==> src/rtl/mem2_load_capture_pkg.sv <==
// Shared types for the MEM1->MEM2 load capture stage.
// Load type encoding and capture FSM state enum.
package mem2_load_capture_pkg;

  typedef struct packed {
    logic       sign;
    logic [1:0] size;
    logic [1:0] lr;
  } load_type_t;

  localparam logic [1:0] SZ_B = 2'd0;
  localparam logic [1:0] SZ_H = 2'd1;
  localparam logic [1:0] SZ_W = 2'd2;

  localparam logic [1:0] LR_NONE  = 2'd0;
  localparam logic [1:0] LR_LEFT  = 2'd1;
  localparam logic [1:0] LR_RIGHT = 2'd2;

  localparam load_type_t LOADTYPE_LB =
    '{1'b1, SZ_B, LR_NONE};
  localparam load_type_t LOADTYPE_LBU =
    '{1'b0, SZ_B, LR_NONE};
  localparam load_type_t LOADTYPE_LH =
    '{1'b1, SZ_H, LR_NONE};
  localparam load_type_t LOADTYPE_LHU =
    '{1'b0, SZ_H, LR_NONE};
  localparam load_type_t LOADTYPE_LW =
    '{1'b0, SZ_W, LR_NONE};
  localparam load_type_t LOADTYPE_LWL =
    '{1'b0, SZ_W, LR_LEFT};
  localparam load_type_t LOADTYPE_LWR =
    '{1'b0, SZ_W, LR_RIGHT};

  typedef enum logic [1:0] {
    S_IDLE,
    S_WAIT,
    S_HOLD,
    S_DRAIN
  } mem2_cap_state_e;

endpackage

==> src/rtl/mem2_load_capture_if.sv <==
// MEM1 load request fields plus the dcache read response.
// master = MEM1/dcache side, slave = MEM2 capture stage.
interface mem2_load_capture_if
  import mem2_load_capture_pkg::*;
#(
  parameter int DATA_W    = 32,
  parameter int ADDR_W    = 32,
  parameter int REG_IDX_W = 5
);

  logic                 MEM1_Valid;
  logic                 MEM1_IsLoad;
  load_type_t           MEM1_LoadType;
  logic [ADDR_W-1:0]    MEM1_Addr;
  logic [REG_IDX_W-1:0] MEM1_RtIdx;
  logic [DATA_W-1:0]    MEM1_RtValue;
  logic                 dcache_rdata_ok;
  logic [DATA_W-1:0]    dcache_rdata;

  modport master (
    output MEM1_Valid,
    output MEM1_IsLoad,
    output MEM1_LoadType,
    output MEM1_Addr,
    output MEM1_RtIdx,
    output MEM1_RtValue,
    output dcache_rdata_ok,
    output dcache_rdata
  );

  modport slave (
    input MEM1_Valid,
    input MEM1_IsLoad,
    input MEM1_LoadType,
    input MEM1_Addr,
    input MEM1_RtIdx,
    input MEM1_RtValue,
    input dcache_rdata_ok,
    input dcache_rdata
  );

endinterface

==> src/rtl/mem2_load_capture_rt_fwd.sv <==
// Stored rt index/value for LWL/LWR merge.
// Picks up WB writes while the load sits in MEM2.
module mem2_load_capture_rt_fwd #(
  parameter int DATA_W    = 32,
  parameter int REG_IDX_W = 5
) (
  input  logic                 clk,
  input  logic                 resetn,
  input  logic                 load_i,
  input  logic                 occ_i,
  input  logic [REG_IDX_W-1:0] idx_i,
  input  logic [DATA_W-1:0]    val_i,
  input  logic                 wb_we_i,
  input  logic [REG_IDX_W-1:0] wb_dst_i,
  input  logic [DATA_W-1:0]    wb_res_i,
  output logic [DATA_W-1:0]    val_o
);

  logic [REG_IDX_W-1:0] idx_q;
  logic [DATA_W-1:0]    val_q;
  logic                 hit;

  // r0 is hardwired, so a WB to index 0 never counts
  assign hit = occ_i && !load_i && wb_we_i &&
               (wb_dst_i == idx_q) &&
               (wb_dst_i != '0);

  always_ff @(posedge clk) begin
    if (!resetn) begin
      idx_q <= '0;
      val_q <= '0;
    end else if (load_i) begin
      idx_q <= idx_i;
      val_q <= val_i;
    end else if (hit) begin
      val_q <= wb_res_i;
    end
  end

  assign val_o = val_q;

endmodule

==> src/rtl/mem2_load_capture.sv <==
// MEM1->MEM2 load stage register: waits for the dcache
// response, holds it across stalls, and drains flushed loads.
module mem2_load_capture
  import mem2_load_capture_pkg::*;
#(
  parameter int DATA_W    = 32,
  parameter int ADDR_W    = 32,
  parameter int REG_IDX_W = 5
) (
  input  logic                 clk,
  input  logic                 resetn,
  mem2_load_capture_if.slave   up_i,
  input  logic                 MEM2_Stall,
  input  logic                 MEM2_Flush,
  input  logic                 WB_RegWrite,
  input  logic [REG_IDX_W-1:0] WB_Dst,
  input  logic [DATA_W-1:0]    WB_Result,
  output logic                 MEM2_Valid,
  output load_type_t           MEM2_LoadType,
  output logic [ADDR_W-1:0]    MEM2_RdAddr,
  output logic [DATA_W-1:0]    MEM2_RegRt,
  output logic [DATA_W-1:0]    MEM2_CacheRdata,
  output logic                 MEM2_DataWait
);

  mem2_cap_state_e   state_q, state_d;
  logic              valid_q;
  load_type_t        lt_q;
  logic [ADDR_W-1:0] addr_q;
  logic [DATA_W-1:0] hold_q;

  logic ok;
  logic data_wait;
  logic adv;
  logic new_load;
  logic latch;

  assign ok       = up_i.dcache_rdata_ok;
  assign new_load = up_i.MEM1_Valid && up_i.MEM1_IsLoad;
  // flush wins: nothing enters the stage in a flush cycle
  assign adv      = !MEM2_Stall && !data_wait && !MEM2_Flush;

  always_comb begin
    data_wait       = 1'b0;
    MEM2_CacheRdata = up_i.dcache_rdata;
    unique case (state_q)
      S_IDLE:  data_wait = 1'b0;
      S_WAIT:  data_wait = !ok;
      S_HOLD:  MEM2_CacheRdata = hold_q;
      S_DRAIN: data_wait = 1'b1;
      default: data_wait = 1'b0;
    endcase
  end

  always_comb begin
    state_d = state_q;
    latch   = 1'b0;
    if (MEM2_Flush) begin
      unique case (state_q)
        S_WAIT:  state_d = ok ? S_IDLE : S_DRAIN;
        S_DRAIN: state_d = ok ? S_IDLE : S_DRAIN;
        default: state_d = S_IDLE;
      endcase
    end else begin
      unique case (state_q)
        S_IDLE: begin
          if (adv && new_load)
            state_d = S_WAIT;
        end
        S_WAIT: begin
          if (ok && MEM2_Stall) begin
            latch   = 1'b1;
            state_d = S_HOLD;
          end else if (ok) begin
            state_d = new_load ? S_WAIT : S_IDLE;
          end
        end
        S_HOLD: begin
          if (adv)
            state_d = new_load ? S_WAIT : S_IDLE;
        end
        S_DRAIN: begin
          if (ok)
            state_d = S_IDLE;
        end
        default: state_d = S_IDLE;
      endcase
    end
  end

  always_ff @(posedge clk) begin
    if (!resetn) begin
      state_q <= S_IDLE;
      valid_q <= 1'b0;
      lt_q    <= '0;
      addr_q  <= '0;
      hold_q  <= '0;
    end else begin
      state_q <= state_d;
      if (MEM2_Flush) begin
        valid_q <= 1'b0;
        hold_q  <= '0;
      end else begin
        if (adv) begin
          valid_q <= new_load;
          lt_q    <= up_i.MEM1_LoadType;
          addr_q  <= up_i.MEM1_Addr;
        end
        if (latch)
          hold_q <= up_i.dcache_rdata;
      end
    end
  end

  mem2_load_capture_rt_fwd #(
    .DATA_W    (DATA_W),
    .REG_IDX_W (REG_IDX_W)
  ) u_rt_fwd (
    .clk      (clk),
    .resetn   (resetn),
    .load_i   (adv),
    .occ_i    (valid_q),
    .idx_i    (up_i.MEM1_RtIdx),
    .val_i    (up_i.MEM1_RtValue),
    .wb_we_i  (WB_RegWrite),
    .wb_dst_i (WB_Dst),
    .wb_res_i (WB_Result),
    .val_o    (MEM2_RegRt)
  );

  assign MEM2_Valid    = valid_q;
  assign MEM2_LoadType = lt_q;
  assign MEM2_RdAddr   = addr_q;
  assign MEM2_DataWait = data_wait;

  // only one response is ever outstanding
  a_no_stray_ok : assert property (
    @(posedge clk) disable iff (!resetn)
    !(ok && (state_q == S_IDLE || state_q == S_HOLD))
  ) else $error("dcache_rdata_ok with no load waiting");

endmodule

==> src/flat_wrapper.sv <==
// flat-port wrapper written by rule: the top's interface ports become plain ports
module mem2_load_capture_flat import mem2_load_capture_pkg::*;
#(
  parameter int DATA_W    = 32,
  parameter int ADDR_W    = 32,
  parameter int REG_IDX_W = 5
)
  (clk, resetn, MEM2_Stall, MEM2_Flush, WB_RegWrite, WB_Dst, WB_Result, MEM2_Valid, MEM2_LoadType, MEM2_RdAddr, MEM2_RegRt, MEM2_CacheRdata, MEM2_DataWait, up_i_MEM1_Valid, up_i_MEM1_IsLoad, up_i_MEM1_LoadType, up_i_MEM1_Addr, up_i_MEM1_RtIdx, up_i_MEM1_RtValue, up_i_dcache_rdata_ok, up_i_dcache_rdata);
  mem2_load_capture_if #(.DATA_W(DATA_W), .ADDR_W(ADDR_W), .REG_IDX_W(REG_IDX_W)) up_i_i ();
  input  logic clk;
  input  logic resetn;
  input  logic MEM2_Stall;
  input  logic MEM2_Flush;
  input  logic WB_RegWrite;
  input  logic [REG_IDX_W-1:0] WB_Dst;
  input  logic [DATA_W-1:0] WB_Result;
  output logic MEM2_Valid;
  output load_type_t MEM2_LoadType;
  output logic [ADDR_W-1:0] MEM2_RdAddr;
  output logic [DATA_W-1:0] MEM2_RegRt;
  output logic [DATA_W-1:0] MEM2_CacheRdata;
  output logic MEM2_DataWait;
  input wire logic [$bits(up_i_i.MEM1_Valid)-1:0] up_i_MEM1_Valid;
  input wire logic [$bits(up_i_i.MEM1_IsLoad)-1:0] up_i_MEM1_IsLoad;
  input wire logic [$bits(up_i_i.MEM1_LoadType)-1:0] up_i_MEM1_LoadType;
  input wire logic [$bits(up_i_i.MEM1_Addr)-1:0] up_i_MEM1_Addr;
  input wire logic [$bits(up_i_i.MEM1_RtIdx)-1:0] up_i_MEM1_RtIdx;
  input wire logic [$bits(up_i_i.MEM1_RtValue)-1:0] up_i_MEM1_RtValue;
  input wire logic [$bits(up_i_i.dcache_rdata_ok)-1:0] up_i_dcache_rdata_ok;
  input wire logic [$bits(up_i_i.dcache_rdata)-1:0] up_i_dcache_rdata;
  assign up_i_i.MEM1_Valid = up_i_MEM1_Valid;
  assign up_i_i.MEM1_IsLoad = up_i_MEM1_IsLoad;
  assign up_i_i.MEM1_LoadType = up_i_MEM1_LoadType;
  assign up_i_i.MEM1_Addr = up_i_MEM1_Addr;
  assign up_i_i.MEM1_RtIdx = up_i_MEM1_RtIdx;
  assign up_i_i.MEM1_RtValue = up_i_MEM1_RtValue;
  assign up_i_i.dcache_rdata_ok = up_i_dcache_rdata_ok;
  assign up_i_i.dcache_rdata = up_i_dcache_rdata;
  mem2_load_capture #(.DATA_W(DATA_W), .ADDR_W(ADDR_W), .REG_IDX_W(REG_IDX_W)) u_core (.clk(clk), .resetn(resetn), .up_i(up_i_i), .MEM2_Stall(MEM2_Stall), .MEM2_Flush(MEM2_Flush), .WB_RegWrite(WB_RegWrite), .WB_Dst(WB_Dst), .WB_Result(WB_Result), .MEM2_Valid(MEM2_Valid), .MEM2_LoadType(MEM2_LoadType), .MEM2_RdAddr(MEM2_RdAddr), .MEM2_RegRt(MEM2_RegRt), .MEM2_CacheRdata(MEM2_CacheRdata), .MEM2_DataWait(MEM2_DataWait));
endmodule
==> config.mk <==
export PLATFORM = sky130hd
export DESIGN_NAME = mem2_load_capture_flat
export DESIGN_NICKNAME = d
export VERILOG_FILES = /design/src/rtl/mem2_load_capture_pkg.sv /design/src/rtl/mem2_load_capture_if.sv /design/src/rtl/mem2_load_capture_rt_fwd.sv /design/src/rtl/mem2_load_capture.sv /design/src/flat_wrapper.sv
export SDC_FILE = /design/constraint.sdc
export NUM_CORES = 1
export LEC_CHECK = 0
export BUFFER_PORTS_ARGS = -buffer_cell sky130_fd_sc_hd__buf_2
export CAP_MARGIN = 20
export CELL_PAD_IN_SITES_DETAIL_PLACEMENT = 0
export CELL_PAD_IN_SITES_GLOBAL_PLACEMENT = 2
export CORE_MARGIN = 5
export CORE_UTILIZATION = 21
export DETAILED_ROUTE_END_ITERATION = 16
export PLACE_DENSITY = 0.77
export SLEW_MARGIN = 20
export SYNTH_ARGS = -nofsm -noshare
export SYNTH_HDL_FRONTEND = slang
export SYNTH_SLANG_ARGS = --single-unit
==> constraint.sdc <==
create_clock -name clk -period 1.5 [get_ports clk]
set_clock_uncertainty 0.05 [all_clocks]
set_input_delay 0.075 -clock clk [delete_from_list [all_inputs] [get_ports clk]]
set_output_delay 0.075 -clock clk [all_outputs]
set_load 0.02 [all_outputs]
# --- Word level (Yosys, flattened, before mapping) ---
# Index checks and enable logic that the tools add are counted.
word_totals:
  ff_bits: 109
  wordCells: 57
  input_bits: 151
  output_inout_bits: 103
op_classes:
  n_eq_ne: 8
  mux: 17
  n_reduce_logical: 21
  bitwise_logic: 2
ops:
  columns: ["cell", "n"]
  rows:
  - ["$mux W32", 3]
  - ["$mux W2", 8]
  - ["$logic_and A1 B1 Y1", 9]
  - ["$pmux W2 S4", 1]
  - ["$ne A3 B2 Y1 const B", 2]
  - ["$eq A5 B5 Y1", 1]
  - ["$logic_not A1 Y1", 5]
  - ["$reduce_bool A5 Y1", 1]
  - ["$eq A2 B2 Y1 const B", 2]
  - ["$mux W1", 4]
  - ["$ne A4 B3 Y1 const B", 1]
  - ["$reduce_and A4 Y1", 1]
  - ["$reduce_or A2 Y1", 2]
  - ["$ne A3 B3 Y1 const B", 1]
  - ["$eq A2 B1 Y1 const B", 1]
  - ["$logic_not A2 Y1", 1]
  - ["$not A1 Y1", 2]
  - ["$pmux W1 S2", 1]
  - ["$reduce_and A2 Y1", 1]
  - ["$reduce_bool A2 Y1", 1]

# --- Logic depth before layout (Yosys ltp) ---
# Gate-level depths: netlist (run 1).
logic_depth:
  depth_word: 12
  mapped_depth: 8
  mapped_depth_nobuf: 4

# --- Modules after synthesis ---
# From an unflattened synthesis (run 1), not the netlist that was laid out.
unflattened:
  cells_unflattened: 536
  area_unflattened_um2: 5136.2
modules_own_cells:
  columns: ["module", "cells_each", "seq_area_each_um2", "instances", "area_each_um2"]
  rows:
  - ["mem2_load_capture", 363, 1441.4, 1, 3219.3]
  - ["mem2_load_capture_rt_fwd", 173, 740.7, 1, 1916.8]

# --- Worst setup path before layout (run 1) ---
# No wires, ideal clock.
synth_path:
  path_type: "register to register"
  startpoint: "register u_core.state_q[1]"
  endpoint: "register u_core.u_rt_fwd.val_q[28] (netlist: u_core.u_rt_fwd.val_o[28])"
  setup_slack_ns: -0.023
  path_stages_with_launch: 8
  synth_period_minus_slack_ns: 1.523
  arrival_time_ns: 1.378
  required_time_ns: 1.355
  path_buffers: 3
  setup_ns: 0.095
  path_cell_list: "dfxtp_1 > nand2b_4 > a21o_1 > buf_2 > buf_6 > buf_8 > mux2i_1 > a221oi_1"
synth_via:
  elab_chain_len: 11
  word_cells_on_any_way: 13
  classes_between: "eq/ne (2); mux (2); reduce/logical (9)"
synth_lines:
  columns: ["item", "line_no", "source"]
  rows:
  - ["from (decl)", "mem2_load_capture.sv:26", "mem2_cap_state_e state_q, state_d;"]
  - ["from (signal assigned)", "mem2_load_capture.sv:99", "state_q <= state_d;"]
  - ["$eq A2 B2 Y1 / $eq A2 B1 Y1 (equally long branches)", "mem2_load_capture.sv:46", "unique case (state_q)"]
  - ["$pmux W1 S2 *", "mem2_load_capture.sv:46", null]
  - ["$logic_not A1 Y1 *", "mem2_load_capture.sv:41", "assign adv = !MEM2_Stall && !data_wait && !MEM2_Flush;"]
  - ["$logic_and A1 B1 Y1 * (2 in a row)", "mem2_load_capture.sv:41", null]
  - ["$logic_not A1 Y1", "mem2_load_capture_rt_fwd.sv:24", "assign hit = occ_i && !load_i && wb_we_i &&"]
  - ["$logic_and A1 B1 Y1 (3 in a row)", "mem2_load_capture_rt_fwd.sv:24", null]
  - ["$logic_and A1 B1 Y1", "mem2_load_capture_rt_fwd.sv:25", "(wb_dst_i == idx_q) &&"]
  - ["$reduce_bool A2 Y1 (no source line)", null, null]
  - ["to (signal assigned)", "mem2_load_capture_rt_fwd.sv:34", "val_q <= val_i;"]
  - ["to (signal assigned)", "mem2_load_capture_rt_fwd.sv:36", "val_q <= wb_res_i;"]
  - ["to (decl)", "mem2_load_capture_rt_fwd.sv:20", "logic [DATA_W-1:0] val_q;"]
# Mark *: on every way between the ends. The rest lies on a longest branch, timed or not.
# A chain may end at the register's enable or synchronous reset.

# --- Worst setup path after layout (run 1) ---
layout_path:
  startpoint: "register u_core.state_q[0]"
  endpoint: "output port MEM2_CacheRdata[18]"
layout_via:
  elab_chain_len: 2
layout_lines:
  columns: ["item", "line_no", "source"]
  rows:
  - ["$eq A2 B2 Y1", "mem2_load_capture.sv:46", null]
  - ["$mux W32", "mem2_load_capture.sv:46", null]
  - ["to (decl)", "flat_wrapper.sv:21", "output logic [DATA_W-1:0] MEM2_CacheRdata;"]
# No other way between the ends.

==> results of run 1 <==
==> what timing repair did <==
item	in CTS	in global routing
resized for setup	109	184
pin swaps	1	57
hold buffers	74	0
setup buffers	10	8
endpoints found under the hold margin	74	0
setup endpoints to repair	64	130
gates cloned	7	8
==> registers in the layout, summed over array words and instances (netlist names) <==
register,flops
u_core.MEM2_RdAddr,32
u_core.hold_q,32
u_core.u_rt_fwd.val_o,32
u_core.MEM2_LoadType,5
u_core.u_rt_fwd.idx_q,5
u_core.state_q,2
u_core.MEM2_Valid,1
==> worst paths after layout <==
path                                            end  slack [ps]
min                  u_core.state_q[0]$_SDFFE_PN0P_          50
min reg2reg     u_core.MEM2_RdAddr[14]$_SDFFE_PN0P_         400
max                             MEM2_CacheRdata[18]        -190
max reg2reg  u_core.u_rt_fwd.val_o[12]$_SDFFE_PN0P_        -130
==> worst max-delay path: stages, from the launching register on <==
cell and delay [ps]:
dfxtp_4 360, inv_4 70, nand2_8 70, buf_12 130, buf_16 150, mux2_4 310, buf_6 130
==> cell families (layout without fill, tap and decap cells) <==
logic type	count (synthesis)	in the layout
simple gates	201	201
compound gates	115	116
flops	109	109
mux	64	64
buf+inv	47	407
xor+xnor	4	4
==> through the flow <==
| stage | worst slack (ps) | instances | TNS [ps] |
|---|---|---|---|
| 3_3_place_gp | -62.0 | 1063 | -1010 |
| 3_5_place_dp | -95.8 | 1063 | -1670 |
| 6_report | -193 | 1181 | -8760 |
| 5_1_grt | -247 | 1181 | -14660 |
| 2_1_floorplan | 6.64 | 540 | 0 |
| 4_1_cts | -214 | 1169 | -12280 |
==> cells in the final DEF, fill, tap and decap left out, types with 30 or more instances in the layout <==
cell	n
buf_2	220
nand2_1	116
dfxtp_1	102
dlygate4sd3_1	74
buf_6	46
a21oi_2	40
a21oi_1	36
nor2_1	35
mux2_4	32
mux2i_1	30
a221oi_2	30
==> per-layer routing <==
metal,part of all wire,track usage,vias up
met5,0,0,-
met4,0.013,0.0410,0
met3,0.079,0.0459,16
met2,0.47,0.229,195
met1,0.43,0.187,2424
li1,-,-,2569
==> cell type report <==
| class | instances | area share |
|---|---|---|
| Multi-Input combinational cell | 385 | 0.335 |
| Timing Repair Buffer | 388 | 0.348 |
| Tap cell | 280 | 0.0387 |
| Clock inverter | 6 | 0.00773 |
| Sequential cell | 109 | 0.242 |
| Inverter | 3 | 0.00152 |
| Clock buffer | 10 | 0.0264 |
==> report_power, final <==
| group | internal, W | switching, W |
|---|---|---|
| Combinational | 0.000867 | 0.000852 |
| Clock | 0.00136 | 0.00120 |
| Sequential | 0.00300 | 0.0000626 |
| Total | 0.00523 | 0.00211 |
==> run summary, run 1 <==
PortBufs - 253
Placed cell areas - 6420 sq um
Multi-input gate area - 3040 sq um
Worst hold path type - in -> reg
Multiplexer area fraction after synthesis - 0.147
Most common cell in the netlist - nand2_1
Peak VDD IR - 0.000447 V
Syn Nets - 691
Number of detailed-route iterations in the first pass - 4
Antenna Cells - 0
Worst-Margin Slew - 459 ps
Starting Density - 0.213
Pwr Density - 810 nW/um^2
CTS clk-pin slew, worst paths - 70 ps
Worst relative slew slack - 0.693
Hold_sp - up_i_dcache_rdata_ok
Die X - 158 um
Routed via count - 5204
Largest net degree at the start of global routing - 34
TritonCTS clock tree - built
Hold Path Depth - 4
Crit. Startpoint - u_core.state_q[0]$_SDFFE_PN0P_
Io pins - 254
Clk sinks - 109
Post-route ant nets - 0
GPL Wtd Cong - 0.810
Largest family of logic cells by synthesized area - simple AND/OR/NAND/NOR gates
Mapped Area - 4630 sq um
Compound-cell area share of the yosys netlist - 0.154
Initial antenna violation count - 0
Top area cells in the synthesized netlist - dfxtp_1 (47%), nand2_1 (12%), a21oi_1 (8.2%), mux2_2 (7.8%), mux2i_1 (6.9%)
CP required - 1370 ps
Drt initial violations - 141
Overall routing resource usage - 0.144
Ys async rst share - 0
Grt total ovfl - 0
CTS HTree Levels - 3
Total Power - 0.00734 W
Area fraction of the dominant cell type after synthesis - 0.471
Reg area - 2200 sq um
DP Wirelength - 12.3 mm
Mapped Cells - 540
CP startpoint kind - flip-flop
Leakage power - 4.16 nW
DR WL/cell - 17.1 um
Failing checks - negative setup slack
Register area share after synthesis - 0.471
Die height - 158 um
Simple logic cell fraction of the synthesized area - 0.171
Arrival @ worst endpoint - 1570 ps
Via density - 4.41
Tcrit/Tclk final - 1.13
Synth-to-layout area growth - 95.8%
Number of global-route vias before repair - 5179
Worst r2r src - u_core.u_rt_fwd.idx_q[3]$_SDFFE_PN0N_
Crit Path Class - reg -> out
Main synth FF type - dfxtp_1
Synth warn - 0
Share of cells above drive strength 1 - 0.552
Fill cell count - 2174
Top cells by count, synth - nand2_1 (153), dfxtp_1 (109), a21oi_1 (76)
# nets final - 1047
Post-route DRC - 0
Final setup fails - 82
Period minus WS final - 1690 ps
Yosys reg bits - 109
Maxcap violations - 0
Core footprint - 21800 sq um
Clk buf depth - 2
Final hold vios - 0
Worst-Skew Late Latency - 350 ps
Clk root buf - clkbuf_16
Finished Core Util - 0.417
R2R depth - 6
Routed wire length - 20.1 mm
Xor/xnor cell area share of the yosys netlist - 0.00757
Netlist cell types - 32
RSZ-0062 raised after global routing - true
Slew Limit Fails - 0
Finished Cell Area - 9060 sq um
Mean cell area of the mapped netlist - 8.57 sq um
Core Rows - 54
Crit end category - primary output
Adder-cell area share of the yosys netlist - 0
Num CTS Buffers - 9
Max Freq - 591 MHz
Outcome - finished, violations left
First-pass GRT wire length - 28.4 mm
Setup WS post-layout - -193 ps
Largest fanout on the critical path - 8
Number of synthesized flops with an enable pin - 0
Cell type with the highest aggregate area in the netlist - dfxtp_1
Worst-case hold slack - 48.8 ps
Die ar. - 25100 sq um
Note: power is estimated with default switching activity, not from simulation.
==> inputs of run 2 (changes only) <==
--- a/config.mk
+++ b/config.mk
@@ -13,6 +13,7 @@
 export CORE_UTILIZATION = 21
 export DETAILED_ROUTE_END_ITERATION = 16
 export PLACE_DENSITY = 0.77
+export REMOVE_ABC_BUFFERS = 1
 export SLEW_MARGIN = 20
 export SYNTH_ARGS = -nofsm -noshare
 export SYNTH_HDL_FRONTEND = slang
==> run 2 against run 1 <==
  * The run still ends with negative setup slack left
  * Sequential power is essentially flat
  * Non-clock buffer count rose by 13
  * Wire length rose by 2.2%
  * Largest cell class unchanged
  * Clock power about the same
  * Highest routed layer unchanged
==> run summary, run 2 (synthesis gave the netlist of run 1 again) <==
Leakage power - 4.40 nW
Share of cells above drive strength 1 - 0.588
Worst relative slew slack - 0.619
Drt initial violations - 144
Antenna Cells - 0
Post-route ant nets - 0
Most common cell after layout, fill and taps aside - buf_2
Final setup fails - 135
GPL Wtd Cong - 0.722
Post-route DRC - 0
Worst-Skew Late Latency - 350 ps
Crit end category - primary output
Crit path cell chain - buf_6 -> nand2_4 -> buf_6 -> buf_12 -> mux2_4 -> buf_6
Arrival @ worst endpoint - 1570 ps
Worst-Margin Slew - 571 ps
Largest fanout on the critical path - 8
Grt total ovfl - 0
CP Buf/Inv Count - 4
CTS HTree Levels - 3
Largest net degree at the start of global routing - 42
Setup TNS - -17050 ps
DR WL/cell - 17.2 um
Setup WS post-layout - -192 ps
Overall routing resource usage - 0.146
CP required - 1370 ps
Outcome - finished, violations left
CP max-delay cell - dfxtp_2
CP top delay family - buffers and inverters
CTS clk-pin slew, worst paths - 80 ps
CP startpoint kind - flip-flop
Clk sinks - 109
Peak VDD IR - 0.000513 V
Io pins - 254
Finished Cell Area - 9530 sq um
Number of global-route vias before repair - 5388
Cell mode on critical path - buf_6
Worst hold path type - in -> reg
Clk buf depth - 2
# nets final - 1060
First-pass GRT wire length - 28.7 mm
Core Rows - 54
Pwr Density - 785 nW/um^2
Placed cell areas - 6380 sq um
RSZ-0062 raised after global routing - true
Maxcap violations - 0
Num CTS Buffers - 9
Routed via count - 5318
Number of detailed-route iterations in the first pass - 4
Die X - 158 um
Slew Limit Fails - 0
Failing checks - negative setup slack
Routed wire length - 20.6 mm
Worst-case hold slack - 33.8 ps
Starting Density - 0.213
Max incr delay on CP - 330 ps
Max Freq - 591 MHz
Highest-count cells in the layout ignoring fill and taps - buf_2 (220), dfxtp_1 (107), nand2_1 (89), dlygate4sd3_1 (74), buf_6 (53)
Synth-to-layout area growth - 106%
Finished Core Util - 0.438
Clk root buf - clkbuf_16
Die height - 158 um
Final hold vios - 0
Initial antenna violation count - 0
Period minus WS final - 1690 ps
TritonCTS clock tree - built
Via density - 4.45
Die ar. - 25100 sq um
Tcrit/Tclk final - 1.13
Crit Path Class - reg -> out
DP Wirelength - 12.0 mm
PortBufs - 253
Core footprint - 21800 sq um
-- run 2: cell count changes in the layout (fill, tap and decap cells not counted), sizes merged --
cell	change
inv	+1
buf	+11
clkbuf	+3
clkinvlp	+2
clkinv	-4
-- run 2: final cells by class --
class	instances	area, sq um
Multi-Input combinational cell	385	3190
Tap cell	280	350
Clock buffer	11	253
Fill cell	2078	12200
Clock inverter	5	65.1
Timing Repair Buffer	401	3460
Inverter	3	13.8
Sequential cell	109	2190
-- run 2: path summary, 6_finish.rpt --
path | endpoint | depth (start not counted) | slack, ps | from
max | MEM2_CacheRdata[20] | 6 | -190 | u_core.state_q[1]$_SDFFE_PN0P_
max reg2reg | u_core.hold_q[28]$_SDFFE_PP0P_ | 7 | -180 | u_core.state_q[1]$_SDFFE_PN0P_
min | u_core.state_q[1]$_SDFFE_PN0P_ | 4 | 30 | up_i_dcache_rdata_ok
min reg2reg | u_core.MEM2_RdAddr[7]$_SDFFE_PN0P_ | 2 | 400 | u_core.MEM2_RdAddr[7]$_SDFFE_PN0P_
-- run 2: per-stage QoR --
step,total power (W),std cells,setup WS [ps]
after detailed placement,0.00424,1056,-41.7
final,0.00748,1194,-192
after floorplan,0.00369,496,-1450
after global placement,0.00424,1056,-25.3
after CTS,0.00740,1184,-314
after global routing,0.00784,1194,-245
-- run 2: layer usage --
layer,vias to the layer above,global-route usage,wire [um]
met5,-,0,0
met4,0,0.0422,469
met3,28,0.0386,1500
met2,211,0.262,10500
met1,2471,0.170,8150
li1,2608,-,-
-- run 2: repair_timing --
action	in CTS	in global routing
pin swaps	39	68
setup buffers	35	3
hold buffers	74	0
setup endpoints to repair	79	141
hold endpoints to repair	74	0
gates resized for setup	201	154
cloned	14	13
-- run 2: where the power goes --
group / switching [W] / leakage [nW] / internal (W)
logic: 0.000896 / 3.36 / 0.000949
clock network: 0.00115 / 0.150 / 0.00141
registers: 0.0000679 / 0.890 / 0.00301
total: 0.00212 / 4.40 / 0.00536
-- run 2: worst reg2reg max path, delay by kind of cell, from the launching register on --
kind / cells / cell delay [ps]
AOI/OAI and AO/OA: 1 / 60
DFF: 1 / 330
buffers and inverters: 3 / 470
and+or+nand+nor: 3 / 670
==> inputs of run 3 (changes only) <==
--- a/config.mk
+++ b/config.mk
@@ -10,9 +10,9 @@
 export CELL_PAD_IN_SITES_DETAIL_PLACEMENT = 0
 export CELL_PAD_IN_SITES_GLOBAL_PLACEMENT = 2
 export CORE_MARGIN = 5
-export CORE_UTILIZATION = 21
+export CORE_UTILIZATION = 24
 export DETAILED_ROUTE_END_ITERATION = 16
-export PLACE_DENSITY = 0.77
+export PLACE_DENSITY = 0.83
 export REMOVE_ABC_BUFFERS = 1
 export SLEW_MARGIN = 20
 export SYNTH_ARGS = -nofsm -noshare
==> constraint.sdc (replaced) <==
create_clock -name clk -period 1.7 [get_ports clk]
set_clock_uncertainty 0.05 [all_clocks]
set_input_delay 0.085 -clock clk [delete_from_list [all_inputs] [get_ports clk]]
set_output_delay 0.085 -clock clk [all_outputs]
set_load 0.02 [all_outputs]
==> run 3 against run 2 <==
  * The run still ends with negative setup slack left
  * Largest cell class unchanged
  * Power down 20%
  * Critical path depth shrank 1
  * Clock-buffer cell count down 1
  * Critical path type unchanged
  * First-iteration DRC count rose by 28%
  * Combinational power shrank 40%
  * Die area decreased by 12%
  * Non-clock buffer count decreased by 47
  * Wire length is 20% lower
==> run summary, run 3 (synthesis gave the netlist of run 1 again) <==
M1 GR Usage - 0.173
Crit path cell chain - inv_4 -> nand2_4 -> bufbuf_16 -> mux2_2 -> buf_2
Crit end category - primary output
Grt total ovfl - 0
Antenna Cells - 0
Worst relative slew slack - 0.731
Post-route ant nets - 0
Tcrit/Tclk final - 1.02
Routed via count - 4911
Slew Limit Fails - 0
GR Layer Usage met3 - 0.0510
Most common cell after layout, fill and taps aside - buf_2
Worst-Skew Late Latency - 340 ps
Placed cell areas - 6280 sq um
Starting Density - 0.246
Highest-count cells in the layout ignoring fill and taps - buf_2 (247), nand2_1 (152), dfxtp_1 (107), a21oi_1 (76), dlygate4sd3_1 (74)
PortBufs - 253
DP Wirelength - 11.3 mm
Fill cell count - 1895
Failing checks - negative setup slack
Io pins - 254
Met2 Resource Use GR - 0.235
DR WL/cell - 14.6 um
Pwr Density - 805 nW/um^2
Initial antenna violation count - 0
Crit Path Class - reg -> out
Final setup fails - 14
Post-route DRC - 0
Setup WS post-layout - -33.3 ps
GRT busiest layer - met2
Clk buf depth - 2
Drt initial violations - 185
Overall routing resource usage - 0.143
Period minus WS final - 1730 ps
Placed Cells - 1028
Core footprint - 18800 sq um
Largest fanout on the critical path - 8
Arrival @ worst endpoint - 1600 ps
CP required - 1560 ps
CTS clk-pin slew, worst paths - 80 ps
Share of cells above drive strength 1 - 0.393
Largest net degree at the start of global routing - 77
RSZ-0062 raised after global routing - true
Worst hold path type - in -> reg
Number of global-route vias before repair - 5001
R2R Setup Slk - 130 ps
R2r endpoint - u_core.u_rt_fwd.val_o[5]$_SDFFE_PN0P_
CP startpoint kind - flip-flop
Hold Path Depth - 3
Leakage power - 3.42 nW
Final hold vios - 0
CP max-delay cell - dfxtp_4
Hold_sp - up_i_MEM1_RtValue[2]
Die X - 149 um
Outcome - finished, violations left
Max incr delay on CP - 360 ps
Synth-to-layout area growth - 61.4%
Max Freq - 577 MHz
Worst-Margin Slew - 403 ps
Setup TNS - -198 ps
Number of detailed-route iterations in the first pass - 4
# nets final - 1012
TritonCTS clock tree - built
Core Rows - 50
Clk root buf - clkbuf_16
Maxcap violations - 0
Die ar. - 22200 sq um
Worst r2r src - u_core.state_q[1]$_SDFFE_PN0P_
R2R depth - 5
GPL Wtd Cong - 0.761
Routed wire length - 16.4 mm
Final std cells w/o fill - 1126
Finished Cell Area - 7470 sq um
CTS HTree Levels - 3
Clk sinks - 109
First-pass GRT wire length - 25.6 mm
Via density - 4.36
Hold endpoint - u_core.u_rt_fwd.val_o[2]$_SDFFE_PN0P_
Die height - 149 um
Peak VDD IR - 0.000408 V
Num CTS Buffers - 9
## run 3: what timing repair did
action | CTS | global route
setup endpoints to repair | 32 | 38
pin swaps | 1 | 1
hold endpoints to repair | 74 | 0
cloned | 2 | 0
buffers inserted | 3 | 4
hold buffers | 74 | 0
resized for setup | 11 | 7
## run 3: worst max-delay path by stage
| stage | startpoint | end | slack [ps] | cells past startpoint |
|---|---|---|---|---|
| 2_1_floorplan | u_core.state_q[1]$_SDFFE_PN0P_ | u_core.u_rt_fwd.val_o[0]$_SDFFE_PN0P_ | -1250 | 4 |
| 3_3_place_gp | u_core.state_q[0]$_SDFFE_PN0P_ | MEM2_CacheRdata[7] | 100 | 5 |
| 3_5_place_dp | u_core.state_q[0]$_SDFFE_PN0P_ | MEM2_CacheRdata[7] | 80 | 5 |
| 4_1_cts | u_core.state_q[0]$_SDFFE_PN0P_ | MEM2_CacheRdata[20] | -60 | 5 |
| 5_1_grt | u_core.state_q[0]$_SDFFE_PN0P_ | MEM2_CacheRdata[20] | -90 | 5 |
| 6_report | u_core.state_q[0]$_SDFFE_PN0P_ | MEM2_CacheRdata[20] | -30 | 5 |
## run 3: stage by stage
step                      power [W]  utilization  setup slack [ps]  hold slack, ps
after floorplan             0.00326            -             -1250             171
after global placement      0.00373        0.333              99.2             277
after detailed placement    0.00372        0.333              80.7             281
after CTS                   0.00613        0.395             -62.2            19.2
after global routing        0.00633        0.397             -87.1            41.8
final                       0.00602        0.397             -33.3            38.9
## run 3: final cells by class
| cell class | instances | area, sq um | area share |
|---|---|---|---|
| clock buffer | 10 | 239 | 0.0320 |
| clock inverter | 6 | 68.8 | 0.00921 |
| inverter | 3 | 13.8 | 0.00184 |
| multi-input combinational | 384 | 2260 | 0.302 |
| sequential | 109 | 2190 | 0.293 |
| tap | 260 | 325 | 0.0435 |
| timing repair buffer | 354 | 2380 | 0.318 |
## run 3: power breakdown
part	switching, W	total (W)	internal [W]
Clock	0.00101	0.00220	0.00120
Sequential	0.0000490	0.00270	0.00265
Combinational	0.000578	0.00111	0.000534
Total	0.00163	0.00602	0.00438
## run 3: routing by layer
| metal | wire, um | vias up |
|---|---|---|
| met5 | 0 | - |
| met4 | 376 | 0 |
| met3 | 1550 | 26 |
| met2 | 7450 | 229 |
| met1 | 7070 | 2174 |
| li1 | - | 2482 |
## run 3: worst max-delay path, delay by kind of cell, from the launching register on
family / cells / cell delay [ps]
multiplexers: 1 / 330
AND/OR/NAND/NOR: 1 / 80
buffers and inverters: 3 / 480
flip-flops: 1 / 360
